==> config.mk <==
export PLATFORM = sky130hd
export DESIGN_NAME = piece_queue_flat
export DESIGN_NICKNAME = d
export VERILOG_FILES = /design/src/rtl/tetris_pkg.sv /design/src/rtl/piece_queue_if.sv /design/src/rtl/piece_fifo.sv /design/src/rtl/piece_queue.sv /design/src/flat_wrapper.sv
export SDC_FILE = /design/constraint.sdc
export NUM_CORES = 1
export LEC_CHECK = 0
export ABC_AREA = 1
export ABC_CLOCK_PERIOD_IN_PS = 3600
export BUFFER_PORTS_ARGS = -buffer_cell sky130_fd_sc_hd__buf_4
export CORE_UTILIZATION = 51
export DETAILED_ROUTE_END_ITERATION = 8
export PLACE_DENSITY_LB_ADDON = 0.25
export SLEW_MARGIN = 30
export SYNTH_ARGS = -nofsm -noshare
export SYNTH_HDL_FRONTEND = slang
export SYNTH_SLANG_ARGS = --single-unit
==> constraint.sdc <==
create_clock -name clk -period 3.6 [get_ports clk]
set_input_delay 0.72 -clock clk [delete_from_list [all_inputs] [get_ports clk]]
set_output_delay 0.72 -clock clk [all_outputs]
set_load 0.01 [all_outputs]
==> src/rtl/tetris_pkg.sv <==
// Shared types and sizing for the piece queue and its storage.
package tetris_pkg;

  typedef logic [2:0] piece_t;

  localparam int unsigned BAG_SIZE    = 7;
  localparam int unsigned QUEUE_DEPTH = 14;

  // Wide enough for pointers 0..13 and a count of 0..14.
  typedef logic [3:0] qptr_t;

  typedef enum logic [1:0] {
    StIdle,
    StReq,
    StRelease
  } req_state_t;

  // Pointer advance modulo QUEUE_DEPTH; inc never exceeds BAG_SIZE.
  function automatic qptr_t ptr_add(qptr_t ptr, qptr_t inc);
    logic [4:0] sum;
    sum = {1'b0, ptr} + {1'b0, inc};
    if (sum >= 5'(QUEUE_DEPTH)) sum = sum - 5'(QUEUE_DEPTH);
    return sum[3:0];
  endfunction

endpackage

==> src/rtl/piece_queue_if.sv <==
// Bag handshake with the randomiser plus the head/preview view for game logic.
interface piece_queue_if
  import tetris_pkg::*;
#(
  parameter int unsigned PREVIEW_N = 3
) ();

  logic                       newbag;
  logic                       ready;
  logic [3*BAG_SIZE-1:0]      pieces;
  logic                       pop;
  piece_t                     piece;
  logic                       piece_valid;
  logic [3*PREVIEW_N-1:0]     preview;
  logic [PREVIEW_N-1:0]       preview_valid;
  logic                       underflow;

  modport master (
    output newbag, piece, piece_valid, preview, preview_valid, underflow,
    input  ready, pieces, pop
  );

  modport slave (
    input  newbag, piece, piece_valid, preview, preview_valid, underflow,
    output ready, pieces, pop
  );

endinterface

==> src/rtl/piece_fifo.sv <==
// Two-bag circular piece store: 7-wide bag write, single pop, head plus preview read.
module piece_fifo
  import tetris_pkg::*;
#(
  parameter int unsigned PREVIEW_N = 3
) (
  input  logic                   clk_i,
  input  logic                   rst_i,
  input  logic                   wr_en_i,
  input  logic [3*BAG_SIZE-1:0]  wr_data_i,
  input  logic                   pop_i,
  output qptr_t                  count_o,
  output piece_t                 head_o,
  output logic                   head_valid_o,
  output logic [3*PREVIEW_N-1:0] preview_o,
  output logic [PREVIEW_N-1:0]   preview_valid_o
);

  piece_t mem_q [QUEUE_DEPTH];
  qptr_t  rd_ptr_q, rd_ptr_d;
  qptr_t  wr_ptr_q, wr_ptr_d;
  qptr_t  count_q, count_d;
  logic   pop_ok;

  // Pops on an empty store are dropped so pointers never run ahead of data.
  assign pop_ok = pop_i && (count_q != '0);

  // Next pointers and occupancy; load and pop may land in the same cycle.
  always_comb begin
    rd_ptr_d = pop_ok  ? ptr_add(rd_ptr_q, 4'd1) : rd_ptr_q;
    wr_ptr_d = wr_en_i ? ptr_add(wr_ptr_q, 4'(BAG_SIZE)) : wr_ptr_q;
    count_d  = count_q + (wr_en_i ? 4'(BAG_SIZE) : 4'd0) - {3'b000, pop_ok};
  end

  // Pointer and count registers.
  always_ff @(posedge clk_i or posedge rst_i) begin
    if (rst_i) begin
      rd_ptr_q <= '0;
      wr_ptr_q <= '0;
      count_q  <= '0;
    end else begin
      rd_ptr_q <= rd_ptr_d;
      wr_ptr_q <= wr_ptr_d;
      count_q  <= count_d;
    end
  end

  // Bag write: slot 0 lands at the tail so it is dealt first.
  always_ff @(posedge clk_i) begin
    if (wr_en_i) begin
      for (int k = 0; k < int'(BAG_SIZE); k++) begin
        mem_q[ptr_add(wr_ptr_q, 4'(k))] <= wr_data_i[3*k +: 3];
      end
    end
  end

  // Head and preview views; entries beyond the occupancy read as zero.
  always_comb begin
    head_o          = '0;
    head_valid_o    = (count_q != '0);
    preview_o       = '0;
    preview_valid_o = '0;
    if (head_valid_o) head_o = mem_q[rd_ptr_q];
    for (int i = 0; i < int'(PREVIEW_N); i++) begin
      if (int'(count_q) >= i + 2) begin
        preview_valid_o[i]   = 1'b1;
        preview_o[3*i +: 3]  = mem_q[ptr_add(rd_ptr_q, 4'(i + 1))];
      end
    end
  end

  assign count_o = count_q;

endmodule

==> src/rtl/piece_queue.sv <==
// Piece queue: keeps up to two bags buffered and refills via a 4-phase bag handshake.
module piece_queue
  import tetris_pkg::*;
#(
  parameter int unsigned PREVIEW_N = 3
) (
  input logic           clk,
  input logic           reset,
  piece_queue_if.master bus
);

  req_state_t             state_q, state_d;
  logic                   newbag;
  logic                   load;
  logic                   pop_ok;
  logic                   underflow_q;
  qptr_t                  count;
  qptr_t                  count_after_pop;
  piece_t                 head;
  logic                   head_valid;
  logic [3*PREVIEW_N-1:0] preview;
  logic [PREVIEW_N-1:0]   preview_valid;

  assign pop_ok          = bus.pop && (count != '0);
  assign count_after_pop = count - {3'b000, pop_ok};

  // Request state register.
  always_ff @(posedge clk or posedge reset) begin
    if (reset) state_q <= StIdle;
    else       state_q <= state_d;
  end

  // Request sequencing; a ready left high (e.g. across reset) routes through release.
  always_comb begin
    state_d = state_q;
    newbag  = 1'b0;
    load    = 1'b0;
    unique case (state_q)
      StIdle: begin
        if (count_after_pop <= 4'(BAG_SIZE)) state_d = bus.ready ? StRelease : StReq;
      end
      StReq: begin
        newbag = 1'b1;
        if (bus.ready) begin
          load    = 1'b1;
          state_d = StRelease;
        end
      end
      StRelease: begin
        if (!bus.ready) state_d = StIdle;
      end
      default: state_d = StIdle;
    endcase
  end

  // One-cycle flag for a pop attempted on an empty queue.
  always_ff @(posedge clk or posedge reset) begin
    if (reset) underflow_q <= 1'b0;
    else       underflow_q <= bus.pop && (count == '0);
  end

  piece_fifo #(
    .PREVIEW_N (PREVIEW_N)
  ) u_fifo (
    .clk_i           (clk),
    .rst_i           (reset),
    .wr_en_i         (load),
    .wr_data_i       (bus.pieces),
    .pop_i           (bus.pop),
    .count_o         (count),
    .head_o          (head),
    .head_valid_o    (head_valid),
    .preview_o       (preview),
    .preview_valid_o (preview_valid)
  );

  assign bus.newbag        = newbag;
  assign bus.piece         = head;
  assign bus.piece_valid   = head_valid;
  assign bus.preview       = preview;
  assign bus.preview_valid = preview_valid;
  assign bus.underflow     = underflow_q;

endmodule

==> src/flat_wrapper.sv <==
// flat-port wrapper written by rule: the top's interface ports become plain ports
module piece_queue_flat import tetris_pkg::*;
#(
  parameter int unsigned PREVIEW_N = 3
)
  (clk, reset, bus_newbag, bus_piece, bus_piece_valid, bus_preview, bus_preview_valid, bus_underflow, bus_ready, bus_pieces, bus_pop);
  piece_queue_if #(.PREVIEW_N(PREVIEW_N)) bus_i ();
  input logic clk;
  input logic reset;
  output wire logic [$bits(bus_i.newbag)-1:0] bus_newbag;
  output wire logic [$bits(bus_i.piece)-1:0] bus_piece;
  output wire logic [$bits(bus_i.piece_valid)-1:0] bus_piece_valid;
  output wire logic [$bits(bus_i.preview)-1:0] bus_preview;
  output wire logic [$bits(bus_i.preview_valid)-1:0] bus_preview_valid;
  output wire logic [$bits(bus_i.underflow)-1:0] bus_underflow;
  input wire logic [$bits(bus_i.ready)-1:0] bus_ready;
  input wire logic [$bits(bus_i.pieces)-1:0] bus_pieces;
  input wire logic [$bits(bus_i.pop)-1:0] bus_pop;
  assign bus_newbag = bus_i.newbag;
  assign bus_piece = bus_i.piece;
  assign bus_piece_valid = bus_i.piece_valid;
  assign bus_preview = bus_i.preview;
  assign bus_preview_valid = bus_i.preview_valid;
  assign bus_underflow = bus_i.underflow;
  assign bus_i.ready = bus_ready;
  assign bus_i.pieces = bus_pieces;
  assign bus_i.pop = bus_pop;
  piece_queue #(.PREVIEW_N(PREVIEW_N)) u_core (.clk(clk), .reset(reset), .bus(bus_i));
endmodule
== Word-level counts from Yosys, hierarchy flattened ==
Memories as Yosys holds them, arrays and structs flattened.
Index checks and enable logic that the tools add are counted.

* Add/sub/neg operators: 24
* $lt $le $gt $ge: 15
* Eq/ne operators: 5
* Multiplexer cells: 39
* Reductions and logical operators: 6

{| class="wikitable"
|+ Operator list
! operator !! number
|-
| 2-to-1 mux 4 bit || 21
|-
| greater-or-equal comparator 5 x 4 -> 1 bit, second input constant || 10
|-
| subtractor 4 bit, second input constant || 11
|-
| adder 4 x 2 -> 5 bit, second input constant || 4
|-
| adder 4 x 3 -> 5 bit, second input constant || 4
|-
| 2-to-1 mux 3 bit || 5
|-
| adder 4 x 1 -> 5 bit, second input constant || 2
|-
| greater-or-equal comparator 4 x 2 -> 1 bit, second input constant || 2
|-
| 2-to-1 mux 1 bit || 8
|-
| 2-to-1 mux 2 bit || 4
|-
| subtractor 4 x 1 -> 4 bit || 2
|-
| case mux 2 bit (3 select lines) || 1
|-
| adder 4 x 3 -> 4 bit || 1
|-
| greater-or-equal comparator 4 x 3 -> 1 bit, second input constant || 1
|-
| greater-or-equal comparator 4 bit, second input constant || 1
|-
| less-or-equal comparator 4 x 3 -> 1 bit, second input constant || 1
|-
| zero test 4 bit || 1
|-
| inequality test 2 bit, second input constant || 2
|-
| nonzero test 4 bit || 1
|-
| AND reduction 3 bit || 1
|-
| equality test 2 x 1 -> 1 bit, second input constant || 1
|-
| equality test 2 bit, second input constant || 1
|-
| logical AND 1 bit || 2
|-
| zero test 2 bit || 1
|-
| inequality test 2 x 1 -> 1 bit, second input constant || 1
|}

* Bits in registers: 15
* Memory bits (writable): 42
* Input bits: 25
* Output and inout bits: 18
* Word-level logic and storage cells: 95
* Memories kept: 1

{| class="wikitable"
|+ Memory list
! memory !! words !! bits a word !! read ports !! clocked after memory_dff !! wr ports !! RTL line !! source
|-
| u_core.u_fifo.mem_q || 14 || 3 || 4 || 0 || 7 || piece_fifo.sv:19 || <nowiki>piece_t mem_q [QUEUE_DEPTH];</nowiki>
|}

== Longest topological paths before layout ==
* Depth in word-level cells: 6
* Mapped depth: 20
* Gate-level depth less buffers: 20

== Modules after synthesis ==
A second synthesis with hierarchy kept.

* Cell total of the unflattened synthesis: 1,491
* Area, all modules: 8,244.2 um^2

{| class="wikitable"
|+ Modules (own cells, without submodules)
! module !! times used !! cells an instance !! area each (um^2) !! sequential area each (um^2)
|-
| piece_fifo || 1 || 1,469 || 8,085.3 || 1,561.5
|-
| piece_queue || 1 || 22 || 158.9 || 75.1
|}

== Worst setup path after synthesis ==
Ideal clock, no wire load.

* Path type: flip-flop to output port
* From: register u_core.u_fifo.rd_ptr_q[0]
* To: output bus_preview[8]
* Arrival: 2.673 ns
* Required time: 2.880 ns
* Path slack: 0.207 ns
* Cell stages (with the launch flop): 18
* Path buffers: 2
* Cell sequence: dfrtp_1 > buf_2 > inv_2 > buf_1 > ha_1 > xor2_1 > inv_1 > ha_1 > inv_1 > nand2_1 > nand2_1 > nand2_1 > nand2_1 > xor2_1 > o21ai_1 > a21oi_1 > o21ai_0 > nor2_1

* Cells in the longest elaborated chain, start to end: 6
* Elaborated cells on any way between the ends: 7
* Classes of those cells: add/sub (2); order compare (1); mux (3); memory (1)

{| class="wikitable"
|+ Ends and longest elaborated chain
! element !! RTL line !! source
|-
| start: declaration || piece_fifo.sv:20 || <nowiki>qptr_t rd_ptr_q, rd_ptr_d;</nowiki>
|-
| start signal: assignment || piece_fifo.sv:42 || <nowiki>rd_ptr_q <= rd_ptr_d;</nowiki>
|-
| adder 4 x 2 -> 5 bit (*) || tetris_pkg.sv:21 || <nowiki>sum = {1'b0, ptr} + {1'b0, inc};</nowiki>
|-
| subtractor 4 bit or greater-or-equal comparator 5 x 4 -> 1 bit (tied branches) || tetris_pkg.sv:22 || <nowiki>if (sum >= 5'(QUEUE_DEPTH)) sum = sum - 5'(QUEUE_DEPTH);</nowiki>
|-
| 2-to-1 mux 4 bit (*) || tetris_pkg.sv:22 ||
|-
| 2-to-1 mux 4 bit (*) || piece_fifo.sv:65 || <nowiki>if (int'(count_q) >= i + 2) begin</nowiki>
|-
| memory read (14 x 3 bit) (*) || -- ||
|-
| 2-to-1 mux 3 bit (*) || piece_fifo.sv:65 ||
|-
| end: declaration || flat_wrapper.sv:13 || <nowiki>output wire logic [$bits(bus_i.preview)-1:0] bus_preview;</nowiki>
|}

Mark *: on every way between the ends. The rest lies on a longest branch, timed or not. The select of a mux whose other input is x is not followed.

== Worst setup path in the final report ==
* From: register u_core.u_fifo.rd_ptr_q[1]
* To: output bus_preview[8]

Same word-level chain as after synthesis.

==> flow_summary_export.csv <==
group,metric,value,unit
critical_path,critical_path_class,"reg -> out",
critical_path,cp.required,2.88,ns
critical_path,r2r_end,"u_core.u_fifo.mem_q[9][2]",
placement,dp_cells,1729,
power_and_ir_drop,p_sw_share,57.2,%
critical_path,path_max_fanout,9,
routing,firstDrtPassIters,7,
critical_path,r2r_cells,12,
cells_and_area,drive_gt1_share,12.7,%
cells_and_area,area_growth_syn_to_layout,13.6,%
power_and_ir_drop,switching_power,5.68,mW
global_routing,grt-ovfl-total,0,
clock_network,clk_latency,0.33,ns
placement,place_ws,0.203,ns
clock_network,cts_hold_buf,0,
critical_path,cp.arrival,2.78,ns
die,fp.dieArea,16700,um2
critical_path,max_stage_delay,0.46,ns
placement,gp_congestion,0.992,
timing,slew_headroom,55.2,%
timing,timing.final.crit_share,97.2,%
die,die_w,129,um
yosys,synth_area,8260,um2
yosys,ys_seq_area_share,19.8,%
global_routing,grt_usage,35.2,%
critical_path,r2r_slack,0.15,ns
cells_and_area,final_cells,1752,
job,drv_cap,0,
critical_path,critPathCapture,"bus_preview[8]",
cells_and_area,fin_util,59.3,%
power_and_ir_drop,power-per-cell-area,1060,nW/um2
clock_network,clock_sinks,57,
clock_network,cts_tree,"yes",
global_routing,grt_max_degree,70,
die,rows,46,
clock_network,h-tree-depth,3,
yosys,yosysWarnings,0,
critical_path,cp-end-kind,"output pin",
timing,worst_slew_pin_slew,0.665,ns
clock_network,cts_buffer_depth,2,
power_and_ir_drop,clockPowerShare,9.0,%
timing,setup_viol,0,
global_routing,grt_pass1_wl,44.4,mm
timing,drv_slew,0,
routing,vias_per_cell,5.65,
power_and_ir_drop,power_frac_comb,79.5,%
routing,drc,0,
clock_network,cts_buffers,9,
yosys,synth-edff-count,42,
power_and_ir_drop,peakVddDrop,0.889,mV
yosys,synthArstFlopShare,26.3,%
yosys,syn-num-nets,1539,
critical_path,cp-startpoint,"u_core.u_fifo.rd_ptr_q[1]",
yosys,avgSynthCellArea,5.58,um2
timing,finalHoldViolations,0,
timing,finalCriticalPeriod,3.50,ns
power_and_ir_drop,leakage,4.65,nW
yosys,yosysUniqueCellTypes,49,
die,io-pin-count,43,
routing,antenna_left,0,
critical_path,start_kind,"flip-flop",
critical_path,critPathSlowestCell,"dfrtp_2",
yosys,synth_cells,1480,
timing,fin_ws,0.101,ns
power_and_ir_drop,seqPwrFrac,11.6,%
die,initial_core_util,52.2,%
critical_path,r2r_start,"u_core.u_fifo.wr_ptr_q[2]",
cells_and_area,diodes,0,
critical_path,path_cells,"inv_4 > ha_4 > inv_1 > ha_2 > inv_1 > nand2_1 > a21boi_1 > nand2_1 > nand2_4 > inv_2 > or2_2 > nand3_1 > o211a_1 > nor2_1 > buf_4",
power_and_ir_drop,power,9.93,mW
global_routing,first_global_vias,8457,
run_status,status,"finished, final reports clean",
placement,dp_hpwl,23.7,mm
power_and_ir_drop,p_int,4.25,mW
yosys,synth_top_flop_cell,"edfxtp_1",
routing,post_drt_wl_per_cell,16.8,um
timing,rsz0062_at_grt,"yes",
global_routing,antenna_found_initial,0,
placement,portBuffers,42,
clock_network,clock-root-buffer,"clkbuf_16",
die,die_h,129,um
clock_network,cts.clk_slew.worst_paths,0.05,ns
routing,vias,9896,
hold_path,holdCritPathClass,"in -> async",
die,core-area,15800,um2
timing,maxClockFrequency,286,MHz
timing,skew,0.00613,ns
cells_and_area,nNetsFinal,1590,
yosys,ys_ff_latch,57,
routing,drt_iter0_drc,1004,
routing,finalWirelength,29.5,mm
==> layout by cell type (no fill, tap or decap), types with 3 or more instances in the layout <==
cell,instances
nor2_4,4
nand4_1,4
edfxtp_1,42
a21oi_1,176
nor4_1,6
o21ai_1,31
o22ai_1,7
buf_4,70
a211oi_1,3
nor2_2,26
o2111ai_1,4
ha_2,3
xnor2_2,3
ha_1,26
nor2_1,171
nand2_1,479
clkinv_1,4
o21ai_0,99
nand3_1,77
dfrtp_1,13
inv_2,28
inv_1,159
ha_4,3
xor2_2,3
o211ai_1,4
clkbuf_16,10
o21ai_2,3
nor3_2,7
or2_2,6
xor2_1,10
inv_4,3
nand2_2,14
nor3_1,5
==> logic make-up (layout without fill, tap and decap cells) <==
group	Yosys count	count (layout)	share of synthesized area, %
fa+ha+maj	34	34	5.33
buf+inv	225	281	10.4
flops	57	57	19.8
simple gates	806	806	40.7
compound gates	339	339	21.6
xor+xnor	19	19	2.20
==> synth_stat cells, drive strengths merged, types with 3 or more instances <==
cell	count	area [um2]
nand2	494	1880
edfxtp	42	1260
inv	190	716
nand4	4	25.0
dfrtp	15	375
o21ai	133	677
clkbuf	24	90.1
nor2	202	867
o22ai	7	43.8
xnor2	5	51.3
nand3	77	385
a211oi	3	22.5
xor2	14	130
buf	7	36.3
nor3	12	95.1
nor4	6	37.5
a21oi	176	881
o211ai	4	30.0
o2111ai	4	35.0
or2	7	43.8
ha	32	400
clkinv	4	15.0
==> final cells by class <==
class                      instances  area, um2
clock buffer                      14        285
clock inverter                     2       35.0
fill                            1570       6440
inverter                         194        736
multi-input combinational       1198       5880
sequential                        57       1640
tap                              216        270
timing repair buffer              71        537
==> power by group through the flow <==
stage / combinational [mW] / clock (mW) / sequential [mW]
3_5_place_dp: 7.34 / 0 / 1.16
5_1_grt: 8.67 / 0.933 / 1.17
4_1_cts: 7.41 / 0.905 / 1.15
3_3_place_gp: 7.25 / 0 / 1.15
6_report: 7.89 / 0.889 / 1.15
2_1_floorplan: 5.09 / 0 / 1.09
==> worst max-delay path: cells and delay by family (launching register included) <==
family / cells / cell delay (ns)
flip-flops: 1 / 0.46
AND/OR/NAND/NOR: 6 / 0.70
buffers and inverters: 5 / 0.44
AO/OA/AOI/OAI: 2 / 0.34
adder cells (fa/ha/maj): 2 / 0.52
==> per-layer routing <==
metal  global-route usage [%]  wire, um
met1                     45.2     12100
met2                     56.1     13000
met4                     23.1      1830
met3                     4.17      2580
met5                        0         0
==> metrics by stage <==
stage               TNS, ns  hold slack [ns]  cell area [um2]
floorplan                 0            0.501             8260
global placement          0            0.522             8890
detailed placement        0            0.529             8890
CTS                 -0.0163            0.482             9230
global route         -0.276            0.538             9390
finish                    0            0.477             9390
==> worst min-delay path by stage <==
stage | start | endpoint | slack [ns] | depth (start not counted)
detailed placement | u_core.u_fifo.count_o[0] | u_core.u_fifo.count_o[0] | 0.53 | 1
CTS | reset | u_core.u_fifo.count_o[3] | 0.48 | 2
global placement | u_core.u_fifo.count_o[0] | u_core.u_fifo.count_o[0] | 0.52 | 1
global route | reset | u_core.u_fifo.count_o[2] | 0.54 | 2
floorplan | u_core.u_fifo.count_o[0] | u_core.u_fifo.count_o[0] | 0.50 | 1
finish | reset | u_core.u_fifo.count_o[3] | 0.48 | 2
==> flip-flops by register name, indices dropped and copies added, names as in the netlist <==
signal	count
u_core.state_q	2
u_core.u_fifo.rd_ptr_q	4
u_core.bus.underflow	1
u_core.u_fifo.wr_ptr_q	4
u_core.u_fifo.count_o	4
u_core.u_fifo.mem_q	42
==> timing repair <==
| action | CTS | global route |
|---|---|---|
| buffers inserted | 0 | 7 |
| pin swaps | 0 | 6 |
| endpoints found under the setup margin | 9 | 9 |
| cloned | 0 | 0 |
| endpoints found under the hold margin | 0 | 0 |
| resized for setup | 6 | 25 |
Note: power is estimated with default switching activity, not from simulation.
